## src/rtl/ro_mon_pkg.sv

```systemverilog
// Shared definitions for the readout-timeout monitor: FSM encoding,
// default sizes and the legacy channel ordering.
package ro_mon_pkg;

  typedef enum logic [1:0] {
    IDLE = 2'd0,
    RUN  = 2'd1,
    TMO  = 2'd2,
    HOLD = 2'd3
  } state_t;

  localparam int NCH_D = 7;   // ALCT, TMB, CFEB1-5
  localparam int TW_D  = 12;  // timeout timer width
  localparam int CW_D  = 8;   // per-channel error counter width

  // Legacy channel bit positions in the OE / DATANOEND vectors
  localparam int CH_CFEB1 = 0;
  localparam int CH_CFEB2 = 1;
  localparam int CH_CFEB3 = 2;
  localparam int CH_CFEB4 = 3;
  localparam int CH_CFEB5 = 4;
  localparam int CH_TMB   = 5;
  localparam int CH_ALCT  = 6;

endpackage

```

## src/rtl/ro_tmo_mon_if.sv

```systemverilog
// Control/status bundle of the readout-timeout monitor. The master side
// drives OE and configuration, the slave side (the monitor) reports status.
interface ro_tmo_mon_if
  import ro_mon_pkg::*;
#(
  parameter int NCH = NCH_D,
  parameter int TW  = TW_D,
  parameter int CW  = CW_D
);
  logic [NCH-1:0]    OE;
  logic [TW-1:0]     TMO_LIMIT;
  logic              RETRIG;
  logic              CNT_CLR;
  logic              TMO_PULSE;
  logic [NCH-1:0]    DATANOEND;
  logic              TMO_ANY;
  logic [NCH*CW-1:0] ERR_CNT;
  logic [1:0]        STATE;

  modport master (
    output OE, TMO_LIMIT, RETRIG, CNT_CLR,
    input  TMO_PULSE, DATANOEND, TMO_ANY, ERR_CNT, STATE
  );

  modport slave (
    input  OE, TMO_LIMIT, RETRIG, CNT_CLR,
    output TMO_PULSE, DATANOEND, TMO_ANY, ERR_CNT, STATE
  );
endinterface

```

## src/rtl/sync2_bus.sv

```systemverilog
// Generic 2-flop level synchroniser into the CLKCMS domain. Bits are
// synchronised independently, so only use it for slowly changing levels.
module sync2_bus #(
  parameter int W = 1
) (
  input  logic         CLKCMS,
  input  logic         pop_rst,
  input  logic [W-1:0] d,
  output logic [W-1:0] q
);
  logic [W-1:0] meta;

  // two back-to-back flops, both cleared by reset
  always_ff @(posedge CLKCMS or posedge pop_rst)
    if (pop_rst) begin
      meta <= '0;
      q    <= '0;
    end else begin
      meta <= d;
      q    <= meta;
    end
endmodule

```

## src/rtl/ro_tmo_mon.sv

```systemverilog
// Per-channel readout-timeout monitor. Times how long the synchronised
// OE vector stays nonzero and unchanged; a stall of TMO_LIMIT cycles
// flags the active channels in DATANOEND and bumps their error counters.
module ro_tmo_mon
  import ro_mon_pkg::*;
#(
  parameter int NCH = NCH_D,
  parameter int TW  = TW_D,
  parameter int CW  = CW_D
) (
  input logic         CLKCMS,
  input logic         pop_rst,
  ro_tmo_mon_if.slave bus
);
  logic [NCH-1:0]          oe_s, oe_q;
  logic                    chg;
  logic [TW-1:0]           timer;
  state_t                  state;
  logic                    tmo_pulse, tmo_any;
  logic [NCH-1:0]          dne, dne_q;
  logic [NCH-1:0][CW-1:0]  err_cnt;

  sync2_bus #(.W(NCH)) u_sync (
    .CLKCMS  (CLKCMS),
    .pop_rst (pop_rst),
    .d       (bus.OE),
    .q       (oe_s)
  );

  // previous synchronised OE, used to detect channel handoff
  always_ff @(posedge CLKCMS or posedge pop_rst)
    if (pop_rst) oe_q <= '0;
    else         oe_q <= oe_s;

  assign chg = (oe_s != oe_q);

  // timeout FSM with timer; pulse/flags are registered on the RUN->TMO edge
  always_ff @(posedge CLKCMS or posedge pop_rst)
    if (pop_rst) begin
      state     <= IDLE;
      timer     <= '0;
      dne       <= '0;
      tmo_any   <= 1'b0;
      tmo_pulse <= 1'b0;
    end else begin
      tmo_pulse <= 1'b0;
      case (state)
        IDLE: begin
          timer <= '0;
          if (oe_s != '0 && bus.TMO_LIMIT != '0) state <= RUN;
        end
        RUN: begin
          if (oe_s == '0 || bus.TMO_LIMIT == '0) begin
            state <= IDLE;
            timer <= '0;
          end else if (chg) begin
            timer <= '0;
          end else if (timer == bus.TMO_LIMIT - 1'b1) begin
            // oe_s here is the captured set of stalled channels
            state     <= TMO;
            timer     <= '0;
            dne       <= dne | oe_s;
            tmo_any   <= 1'b1;
            tmo_pulse <= 1'b1;
          end else if (timer != '1) begin
            // hold at max so a lowered limit can never be hit by wrap-around
            timer <= timer + 1'b1;
          end
        end
        TMO: begin
          timer <= '0;
          if (!bus.RETRIG)    state <= HOLD;
          else if (oe_s != '0) state <= RUN;
          else                 state <= IDLE;
        end
        HOLD:    timer <= '0;
        default: state <= IDLE;
      endcase
    end

  // delayed DATANOEND for rising-edge detection
  always_ff @(posedge CLKCMS or posedge pop_rst)
    if (pop_rst) dne_q <= '0;
    else         dne_q <= dne;

  // saturating error counters; intentionally outside pop_rst so they span events
  always_ff @(posedge CLKCMS)
    for (int i = 0; i < NCH; i++)
      if (bus.CNT_CLR)
        err_cnt[i] <= '0;
      else if (dne[i] && !dne_q[i] && err_cnt[i] != '1)
        err_cnt[i] <= err_cnt[i] + 1'b1;

  assign bus.TMO_PULSE = tmo_pulse;
  assign bus.DATANOEND = dne;
  assign bus.TMO_ANY   = tmo_any;
  assign bus.ERR_CNT   = err_cnt;
  assign bus.STATE     = state;
endmodule

```

## src/flat_wrapper.sv

```systemverilog
// flat-port wrapper written by rule: the top's interface ports become plain ports
module ro_tmo_mon_flat import ro_mon_pkg::*;
#(
  parameter int NCH = NCH_D,
  parameter int TW  = TW_D,
  parameter int CW  = CW_D
)
  (CLKCMS, pop_rst, bus_OE, bus_TMO_LIMIT, bus_RETRIG, bus_CNT_CLR, bus_TMO_PULSE, bus_DATANOEND, bus_TMO_ANY, bus_ERR_CNT, bus_STATE);
  ro_tmo_mon_if #(.NCH(NCH), .TW(TW), .CW(CW)) bus_i ();
  input logic CLKCMS;
  input logic pop_rst;
  input wire logic [$bits(bus_i.OE)-1:0] bus_OE;
  input wire logic [$bits(bus_i.TMO_LIMIT)-1:0] bus_TMO_LIMIT;
  input wire logic [$bits(bus_i.RETRIG)-1:0] bus_RETRIG;
  input wire logic [$bits(bus_i.CNT_CLR)-1:0] bus_CNT_CLR;
  output wire logic [$bits(bus_i.TMO_PULSE)-1:0] bus_TMO_PULSE;
  output wire logic [$bits(bus_i.DATANOEND)-1:0] bus_DATANOEND;
  output wire logic [$bits(bus_i.TMO_ANY)-1:0] bus_TMO_ANY;
  output wire logic [$bits(bus_i.ERR_CNT)-1:0] bus_ERR_CNT;
  output wire logic [$bits(bus_i.STATE)-1:0] bus_STATE;
  assign bus_i.OE = bus_OE;
  assign bus_i.TMO_LIMIT = bus_TMO_LIMIT;
  assign bus_i.RETRIG = bus_RETRIG;
  assign bus_i.CNT_CLR = bus_CNT_CLR;
  assign bus_TMO_PULSE = bus_i.TMO_PULSE;
  assign bus_DATANOEND = bus_i.DATANOEND;
  assign bus_TMO_ANY = bus_i.TMO_ANY;
  assign bus_ERR_CNT = bus_i.ERR_CNT;
  assign bus_STATE = bus_i.STATE;
  ro_tmo_mon #(.NCH(NCH), .TW(TW), .CW(CW)) u_core (.CLKCMS(CLKCMS), .pop_rst(pop_rst), .bus(bus_i));
endmodule
```

## config.mk

```make
export PLATFORM = sky130hd
export DESIGN_NAME = ro_tmo_mon_flat
export DESIGN_NICKNAME = d
export VERILOG_FILES = /design/src/rtl/ro_mon_pkg.sv /design/src/rtl/ro_tmo_mon_if.sv /design/src/rtl/sync2_bus.sv /design/src/rtl/ro_tmo_mon.sv /design/src/flat_wrapper.sv
export SDC_FILE = /design/constraint.sdc
export NUM_CORES = 1
export LEC_CHECK = 0
export CAP_MARGIN = 25
export CORE_UTILIZATION = 56
export DETAILED_ROUTE_END_ITERATION = 6
export DONT_BUFFER_PORTS = 1
export PLACE_DENSITY = 0.82
export REMOVE_ABC_BUFFERS = 1
export SLEW_MARGIN = 20
export SYNTH_ARGS = -nofsm -noshare
export SYNTH_HDL_FRONTEND = slang
export SYNTH_HIERARCHICAL = 1
export SYNTH_SLANG_ARGS = --single-unit
```

## constraint.sdc

```tcl
create_clock -name CLKCMS -period 4.9 [get_ports CLKCMS]
set_input_delay 0.98 -clock CLKCMS [delete_from_list [all_inputs] [get_ports CLKCMS]]
set_output_delay 0.98 -clock CLKCMS [all_outputs]
set_load 0.03 [all_outputs]
```

==> results.sh, run 1 <==
export IMPL_syn_to_final_growth_pct=5.72
export IMPL_grt_ovfl_total=0
export IMPL_postCtsHoldBufs=0
export IMPL_cp_slowest_stage_delay_ns=0.58
export IMPL_critical_path_slowest_cell="nor4_4"
export IMPL_arrival_ns=3.68
export IMPL_die_area_um2=8890
export IMPL_antenna_cells=0
export IMPL_drv_cap=0
export IMPL_io_pins=90
export IMPL_crit_reg2reg_capture="u_core/bus.DATANOEND[4]"
export IMPL_cts_setup_buffers=0
export IMPL_die_h_um=94.3
export IMPL_r2r_slack_ns=1.97
export IMPL_netlist_instances=486
export IMPL_worstReg2RegStart="u_core/timer[5]"
export IMPL_worstPathCellList="inv_1, ha_1, nor3b_1, a21boi_0, o41ai_1, o22ai_1, nor4_4, and4_1, a21o_1"
export IMPL_ant_nets=0
export IMPL_seqCellArea_um2=2400
export IMPL_dp_hpwl_um=6200
export IMPL_io_buffers=0
export IMPL_grt_max_degree=57
export IMPL_rr_worst_depth=7
export IMPL_crit_start="bus_TMO_LIMIT[0]"
export IMPL_fillerInstances=721
export IMPL_drc_errors=0
export IMPL_synth_cell_type_count=46
export IMPL_timing_final_crit_share=0.690
export IMPL_numCtsBuffers=9
export IMPL_clockPowerShare=0.321
export IMPL_hp_class="reg2reg"
export IMPL_fin_nets=523
export IMPL_leakagePower_nw=2.10
export IMPL_grt_setup_unrepaired="false"
export IMPL_grt_pass1_wl_um=14300
export IMPL_syn_area_per_cell_um2=9.81
export IMPL_cts_resized_gates=0
export IMPL_wl_um=8610
export IMPL_fmax_ghz=0.296
export IMPL_via_per_inst=5.68
export IMPL_layout_commonest_cell="nor2_1"
export IMPL_finalSetupViolCount=0
export IMPL_p_sw_frac=0.263
export IMPL_path_clk_slew_ns=0.10
export IMPL_crit_fanout=9
export IMPL_pwr_share_seq=0.594
export IMPL_ir_drop_uv=204
export IMPL_root_buffer="clkbuf_8"
export IMPL_slew_headroom=0.409
export IMPL_finalMaxSlewViolations=0
export IMPL_grt_use_total=0.204
export IMPL_avgRoutedWirePerCell_um=14.4
export IMPL_cp_endpoint="u_core/bus.DATANOEND[4]"
export IMPL_clockBufferDepth=2
export IMPL_ys_flop_type="dfxtp_1"
export IMPL_cts_tree="done"
export IMPL_cts_sink_count=107
export IMPL_fin_skew_ns=0.0134
export IMPL_drtIter0Drc=91
export IMPL_die_x_um=94.3
export IMPL_drive_gt1_frac=0.0448
export IMPL_num_vias=3384
export IMPL_tightest_slew_ns=0.881
export IMPL_yosysWarnings=6
export IMPL_coreArea_um2=8220
export IMPL_async_flop_share=0.477
export IMPL_drt_pre_antenna_iters=4
export IMPL_power_density_nw_per_um2=310
export IMPL_final_period_minus_worst_setup_slack_ns=3.38
export IMPL_hold_viol=0
export IMPL_status="finished clean"
export IMPL_multiInputGateArea_um2=2250
export IMPL_final_cell_mix="nor2_1, dfxtp_1, dfrtp_1"
export IMPL_htreeDepth=3
export IMPL_synth_seq_cells=107
export IMPL_ys_seq_area_frac=0.503
export IMPL_end_kind="register"
export IMPL_place_gp_congestion=0.892
export IMPL_critPathKind="in2reg"
export IMPL_power_internal_mw=1.15
export IMPL_finalSetupTns_ns=0
export IMPL_grt_pass1_vias=3284
export IMPL_crit_required_ns=5.19
export IMPL_p_comb_frac=0.085
export IMPL_cp_start_kind="input pin"
export IMPL_rows=33
export IMPL_holdWs_ns=0.358
export IMPL_antenna_found_initial=0
export IMPL_netlist_area_um2=4770
export IMPL_switchingPower_mw=0.410
export IMPL_clk_latency_ns=0.35
export IMPL_synth_edff_count=0
export IMPL_initial_utilization=0.580
==> final cells by class <==
cell class / count / area share
Tap cell: 105 / 0.0261
Clock buffer: 10 / 0.0253
Inverter: 16 / 0.0119
Timing Repair Buffer: 2 / 0.00298
Multi-Input combinational cell: 350 / 0.447
Clock inverter: 6 / 0.0117
Sequential cell: 107 / 0.476
==> worst min-delay path by stage <==
stage                          start                  to  slack [ns]  cells after the start
3_3_place_gp   u_core/u_sync/meta[0]  u_core/u_sync/q[0]        0.33                      0
4_1_cts        u_core/u_sync/meta[4]  u_core/u_sync/q[4]        0.36                      0
2_1_floorplan  u_core/u_sync/meta[0]  u_core/u_sync/q[0]        0.33                      0
3_5_place_dp   u_core/u_sync/meta[4]  u_core/u_sync/q[4]        0.33                      0
5_1_grt        u_core/u_sync/meta[4]  u_core/u_sync/q[4]        0.36                      0
6_report       u_core/u_sync/meta[3]  u_core/u_sync/q[3]        0.36                      0
==> cells by family after synthesis <==
family,Yosys count,synth area share
adder cells (fa/ha/maj),14,0.0367
buffers and inverters,29,0.0252
AND/OR/NAND/NOR,201,0.214
XOR/XNOR,69,0.127
multiplexers,8,0.0168
flip-flops,107,0.503
AO/OA/AOI/OAI,58,0.0774
==> critical path: cells and delay by family <==
family          cells  cell delay [ns]
simple gates        3             1.50
fa+ha+maj           1             0.23
buf+inv             1             0.06
compound gates      4             0.91
==> flip-flops by register name (all words and copies together), names as in the netlist <==
register,count
u_core/u_sync/meta,7
u_core/bus.TMO_PULSE,1
u_core/timer,12
u_core/u_sync/q,7
u_core/bus.STATE,2
u_core/bus.TMO_ANY,1
u_core/bus.ERR_CNT,56
u_core/oe_q,7
u_core/bus.DATANOEND,7
u_core/dne_q,7
==> synth_stat cells (2+ instances only) <==
| library cell | number | area share |
|---|---|---|
| nand4b_1 | 2 | 0.0037 |
| clkbuf_1 | 11 | 0.0087 |
| nor4_1 | 7 | 0.0092 |
| ha_1 | 14 | 0.037 |
| nor3b_1 | 4 | 0.0063 |
| a311oi_1 | 5 | 0.0092 |
| nand2_1 | 33 | 0.026 |
| nor4b_1 | 2 | 0.0037 |
| a21o_1 | 10 | 0.016 |
| xor2_1 | 38 | 0.070 |
| o21ai_0 | 11 | 0.012 |
| nand3b_1 | 4 | 0.0063 |
| or3b_2 | 2 | 0.0037 |
| a21oi_1 | 21 | 0.022 |
| and4_1 | 2 | 0.0037 |
| mux2i_1 | 8 | 0.017 |
| or3_1 | 7 | 0.0092 |
| nand3_1 | 13 | 0.014 |
| xnor2_1 | 31 | 0.057 |
| dfxtp_1 | 56 | 0.24 |
| nor2_1 | 74 | 0.058 |
| nand4_1 | 20 | 0.026 |
| inv_1 | 16 | 0.013 |
| or4_1 | 2 | 0.0031 |
| and2_1 | 3 | 0.0039 |
| nor3_1 | 9 | 0.0094 |
| and3_1 | 11 | 0.014 |
| dfrtp_1 | 51 | 0.27 |
| o21a_1 | 2 | 0.0031 |
==> per-stage QoR <==
step / total power, mW / worst slack (ns) / std cells / utilization / area, µm²
after floorplan: 1.05 / 1.50 / 473 / - / 4710
after global placement: 1.07 / 1.34 / 580 / 0.591 / 4850
after detailed placement: 1.08 / 1.23 / 580 / 0.591 / 4850
after CTS: 1.58 / 1.61 / 596 / 0.614 / 5040
after global routing: 1.63 / 1.35 / 596 / 0.614 / 5040
final: 1.56 / 1.52 / 596 / 0.614 / 5040
==> per-layer routing <==
metal  GRT usage  vias up  part of all wire
li1            -     1680                 -
met2       0.341       83              0.47
met5           0        -                 0
met3      0.0558       12             0.066
met1       0.249     1609              0.44
met4      0.0795        0             0.015
==> power by group through the flow <==
stage | registers [mW] | logic, mW | clock network [mW]
after global routing | 0.929 | 0.148 | 0.555
final | 0.927 | 0.133 | 0.501
after detailed placement | 0.947 | 0.131 | 0
after floorplan | 0.940 | 0.109 | 0
after CTS | 0.927 | 0.132 | 0.519
after global placement | 0.946 | 0.123 | 0
(Power assumes the default switching activity.)
==> run 2, diff against run 1 <==
==> constraint.sdc (replaced) <==
create_clock -name CLKCMS -period 3.6 [get_ports CLKCMS]
set_input_delay 0.72 -clock CLKCMS [delete_from_list [all_inputs] [get_ports CLKCMS]]
set_output_delay 0.72 -clock CLKCMS [all_outputs]
set_load 0.03 [all_outputs]
==> results.sh, run 2 (synthesized netlist as in run 1, its figures left out) <==
export IMPL_status="finished clean"
export IMPL_initial_utilization=0.580
export IMPL_fmax_ghz=0.359
export IMPL_cts_resized_gates=0
export IMPL_htreeDepth=3
export IMPL_io_pins=90
export IMPL_cts_setup_buffers=0
export IMPL_finalSetupViolCount=0
export IMPL_timing_final_crit_share=0.773
export IMPL_root_buffer="clkbuf_8"
export IMPL_grt_pass1_wl_um=14900
export IMPL_drt_pre_antenna_iters=4
export IMPL_multiInputGateArea_um2=2250
export IMPL_antenna_found_initial=0
export IMPL_clk_latency_ns=0.36
export IMPL_largest_reg_flops=56
export IMPL_hold_viol=0
export IMPL_cts_sink_count=107
export IMPL_layout_commonest_cell="nor2_1"
export IMPL_grt_setup_unrepaired="false"
export IMPL_clockPowerShare=0.326
export IMPL_grt_use_total=0.215
export IMPL_end_kind="register"
export IMPL_coreArea_um2=8220
export IMPL_drtIter0Drc=114
export IMPL_dp_hpwl_um=6490
export IMPL_ant_nets=0
export IMPL_p_comb_frac=0.086
export IMPL_critPathKind="in2reg"
export IMPL_switchingPower_mw=0.564
export IMPL_pwr_share_seq=0.588
export IMPL_finalSetupTns_ns=0
export IMPL_fin_skew_ns=0.0131
export IMPL_p_total_mw=2.15
export IMPL_syn_to_final_growth_pct=6.46
export IMPL_fillerInstances=688
export IMPL_leakagePower_nw=2.12
export IMPL_power_internal_mw=1.58
export IMPL_via_per_inst=5.76
export IMPL_io_buffers=0
export IMPL_arrival_ns=3.07
export IMPL_die_x_um=94.3
export IMPL_power_density_nw_per_um2=423
export IMPL_grt_pass1_vias=3350
export IMPL_drive_gt1_frac=0.0566
export IMPL_postCtsHoldBufs=0
export IMPL_drv_cap=0
export IMPL_crit_fanout=14
export IMPL_seqCellArea_um2=2400
export IMPL_rows=33
export IMPL_die_h_um=94.3
export IMPL_crit_required_ns=3.89
export IMPL_drc_errors=0
export IMPL_numCtsBuffers=9
export IMPL_slew_headroom=0.415
export IMPL_grt_max_degree=57
export IMPL_clockBufferDepth=2
export IMPL_preCtsSetupSlack_ns=0.433
export IMPL_num_vias=3457
export IMPL_hp_class="in2async"
export IMPL_final_setup_worst_slack_ns=0.818
export IMPL_cts_tree="done"
export IMPL_tightest_slew_ns=0.872
export IMPL_final_period_minus_worst_setup_slack_ns=2.78
export IMPL_place_gp_congestion=0.850
export IMPL_cp_start_kind="input pin"
export IMPL_fin_nets=527
export IMPL_final_cell_mix="nor2_1, dfxtp_1, dfrtp_1"
export IMPL_avgRoutedWirePerCell_um=14.9
export IMPL_wl_um=8940
export IMPL_path_clk_slew_ns=0.11
export IMPL_antenna_cells=0
export IMPL_finalMaxSlewViolations=0
export IMPL_p_sw_frac=0.263
export IMPL_ir_drop_uv=288
export IMPL_die_area_um2=8890
export IMPL_grt_ovfl_total=0
-- run 2: area by class of cell --
class | count | share of cell area
Multi-Input combinational cell | 350 | 0.443
Inverter | 16 | 0.0118
Tap cell | 105 | 0.0259
Clock inverter | 6 | 0.0106
Sequential cell | 107 | 0.472
Timing Repair Buffer | 6 | 0.00887
Clock buffer | 10 | 0.0271
-- run 2: through the flow --
stage	hold WS (ns)	area (µm²)	utilization	cells
after floorplan	0.331	4710	-	473
final	0.261	5080	0.618	600
after global routing	0.290	5080	0.618	600
after detailed placement	0.337	4880	0.594	584
after CTS	0.260	5080	0.618	600
after global placement	0.334	4880	0.594	584
-- run 2: path summary, 6_finish.rpt --
check,from,cells after the start,slack (ns),end
max in group asynchronous,pop_rst,2,2.76,u_core/bus.TMO_PULSE
hold reg to reg,u_core/u_sync/meta[2],0,0.36,u_core/u_sync/q[2]
setup reg to reg,u_core/u_sync/q[2],6,0.87,u_core/timer[9]
hold / removal,pop_rst,1,0.26,u_core/u_sync/meta[6]
setup / recovery,bus_TMO_LIMIT[1],10,0.82,u_core/bus.STATE[0]
min in group CLKCMS,u_core/u_sync/meta[2],0,0.36,u_core/u_sync/q[2]
-- run 2: critical path: stages --
cell and delay, ns:
inv_1 0.07, ha_1 0.23, nor3b_1 0.41, a21boi_0 0.20, o41ai_1 0.33, o22ai_1 0.18
nor4_4 0.33, buf_4 0.24, o21a_1 0.17, mux2i_1 0.18
-- run 2: routing by layer --
layer	global-route usage	wire, µm	vias up
met2	0.351	4260	102
li1	-	-	1689
met4	0.0808	137	0
met3	0.0680	581	11
met1	0.264	3960	1655
met5	0	0	-
-- run 2: power groups by stage --
stage                     combinational, mW  sequential (mW)  clock [mW]
final                                 0.184             1.26       0.700
after global routing                  0.209             1.27       0.777
after CTS                             0.184             1.26       0.723
after detailed placement              0.186             1.29           0
after global placement                0.169             1.29           0
after floorplan                       0.148             1.28           0
==> run 3, diff against run 2 <==
==> constraint.sdc (replaced) <==
create_clock -name CLKCMS -period 2.8 [get_ports CLKCMS]
set_input_delay 0.56 -clock CLKCMS [delete_from_list [all_inputs] [get_ports CLKCMS]]
set_output_delay 0.56 -clock CLKCMS [all_outputs]
set_load 0.03 [all_outputs]
==> results.sh, run 3 (synthesized netlist as in run 1, its figures left out) <==
export IMPL_fin_nets=538
export IMPL_end_kind="register"
export IMPL_stdcell_count=611
export IMPL_drt_pre_antenna_iters=4
export IMPL_worstReg2RegStart="u_core/timer[5]"
export IMPL_avgRoutedWirePerCell_um=14.9
export IMPL_r2r_slack_ns=0.28
export IMPL_tightest_slew_ns=0.616
export IMPL_place_gp_congestion=0.897
export IMPL_p_sw_frac=0.268
export IMPL_status="finished clean"
export IMPL_rr_worst_depth=7
export IMPL_largest_reg_flops=56
export IMPL_cts_setup_buffers=0
export IMPL_drtIter0Drc=120
export IMPL_drive_gt1_frac=0.0751
export IMPL_cts_resized_gates=0
export IMPL_cts_tree="done"
export IMPL_final_period_minus_worst_setup_slack_ns=2.52
export IMPL_hold_viol=0
export IMPL_crit_start="u_core/timer[5]"
export IMPL_ant_nets=0
export IMPL_dp_hpwl_um=6570
export IMPL_coreArea_um2=8220
export IMPL_fin_skew_ns=0.0117
export IMPL_arrival_ns=2.81
export IMPL_drc_errors=0
export IMPL_crit_required_ns=3.10
export IMPL_initial_utilization=0.580
export IMPL_pwr_share_seq=0.591
export IMPL_wl_um=9130
export IMPL_critPathKind="reg2reg"
export IMPL_num_vias=3467
export IMPL_p_total_mw=2.75
export IMPL_io_pins=90
export IMPL_crit_reg2reg_capture="u_core/bus.DATANOEND[1]"
export IMPL_final_cell_mix="nor2_1, dfxtp_1, dfrtp_1"
export IMPL_p_comb_frac=0.085
export IMPL_grt_ovfl_total=0
export IMPL_switchingPower_mw=0.736
export IMPL_finalMaxSlewViolations=0
export IMPL_grt_use_total=0.213
export IMPL_drv_cap=0
export IMPL_ir_drop_uv=405
export IMPL_numCtsBuffers=9
export IMPL_slew_headroom=0.586
export IMPL_cp_endpoint="u_core/bus.DATANOEND[1]"
export IMPL_grt_setup_unrepaired="false"
export IMPL_antenna_found_initial=0
export IMPL_via_per_inst=5.67
export IMPL_syn_to_final_growth_pct=8.00
export IMPL_power_density_nw_per_um2=534
export IMPL_finalSetupViolCount=0
export IMPL_cp_start_kind="register"
export IMPL_cts_sink_count=107
export IMPL_path_clk_slew_ns=0.10
export IMPL_rows=33
export IMPL_power_internal_mw=2.01
export IMPL_clockBufferDepth=2
export IMPL_timing_final_crit_share=0.898
export IMPL_die_h_um=94.3
export IMPL_grt_pass1_wl_um=14800
export IMPL_die_area_um2=8890
export IMPL_postCtsHoldBufs=0
export IMPL_htreeDepth=3
export IMPL_holdWs_ns=0.0998
export IMPL_root_buffer="clkbuf_8"
export IMPL_layout_commonest_cell="nor2_1"
export IMPL_io_buffers=0
export IMPL_crit_fanout=9
export IMPL_leakagePower_nw=2.18
export IMPL_clockPowerShare=0.323
export IMPL_fmax_ghz=0.398
export IMPL_antenna_cells=0
export IMPL_grt_max_degree=57
export IMPL_die_x_um=94.3
export IMPL_grt_pass1_vias=3247
export IMPL_hp_class="in2async"
export IMPL_clk_latency_ns=0.36
export IMPL_dpl_cell_count=595
export IMPL_finalSetupTns_ns=0
run 3: area by class of cell:
class	instances	area (µm²)
multi-input combinational	350	2250
sequential	107	2400
timing repair buffer	17	128
inverter	16	60.1
clock buffer	9	124
tap	105	131
clock inverter	7	58.8
fill	718	3070
run 3: worst min path at each step:
stage / startpoint / end / cells past startpoint
after global routing: pop_rst / u_core/u_sync/meta[5] / 1
after CTS: pop_rst / u_core/u_sync/meta[5] / 1
final: pop_rst / u_core/u_sync/meta[5] / 1
after floorplan: u_core/u_sync/meta[0] / u_core/u_sync/q[0] / 0
after detailed placement: u_core/u_sync/meta[0] / u_core/u_sync/q[0] / 0
after global placement: u_core/u_sync/meta[3] / u_core/u_sync/q[3] / 0
run 3: power by group through the flow:
| stage | combinational, mW | sequential (mW) | clock (mW) |
|---|---|---|---|
| floorplan | 0.190 | 1.65 | 0 |
| global placement | 0.218 | 1.66 | 0 |
| detailed placement | 0.231 | 1.66 | 0 |
| CTS | 0.233 | 1.63 | 0.911 |
| global route | 0.263 | 1.63 | 0.974 |
| finish | 0.235 | 1.62 | 0.889 |
run 3: per-stage QoR:
stage | instance area (µm²) | setup slack (ns) | utilization
2_1_floorplan | 4710 | -0.178 | -
3_3_place_gp | 4970 | -0.0341 | 0.605
3_5_place_dp | 4970 | -0.123 | 0.605
4_1_cts | 5150 | 0.244 | 0.627
5_1_grt | 5150 | 0.150 | 0.627
6_report | 5150 | 0.285 | 0.627
run 3: routing by layer:
metal / track usage / share of wire / vias to the layer above / routed length (µm)
met5: 0 / 0 / - / 0
met4: 0.0756 / 0.012 / 0 / 113
met3: 0.0591 / 0.054 / 10 / 496
met2: 0.359 / 0.48 / 84 / 4400
met1: 0.259 / 0.45 / 1660 / 4120
li1: - / - / 1713 / -
run 3: critical path, cell delays in order (launching register included):
cell      delay, ns
dfrtp_1        0.38
or3b_2         0.46
or4_1          0.41
o311ai_1       0.10
o22ai_1        0.17
nor4_4         0.35
and4_1         0.42
a21o_1         0.17
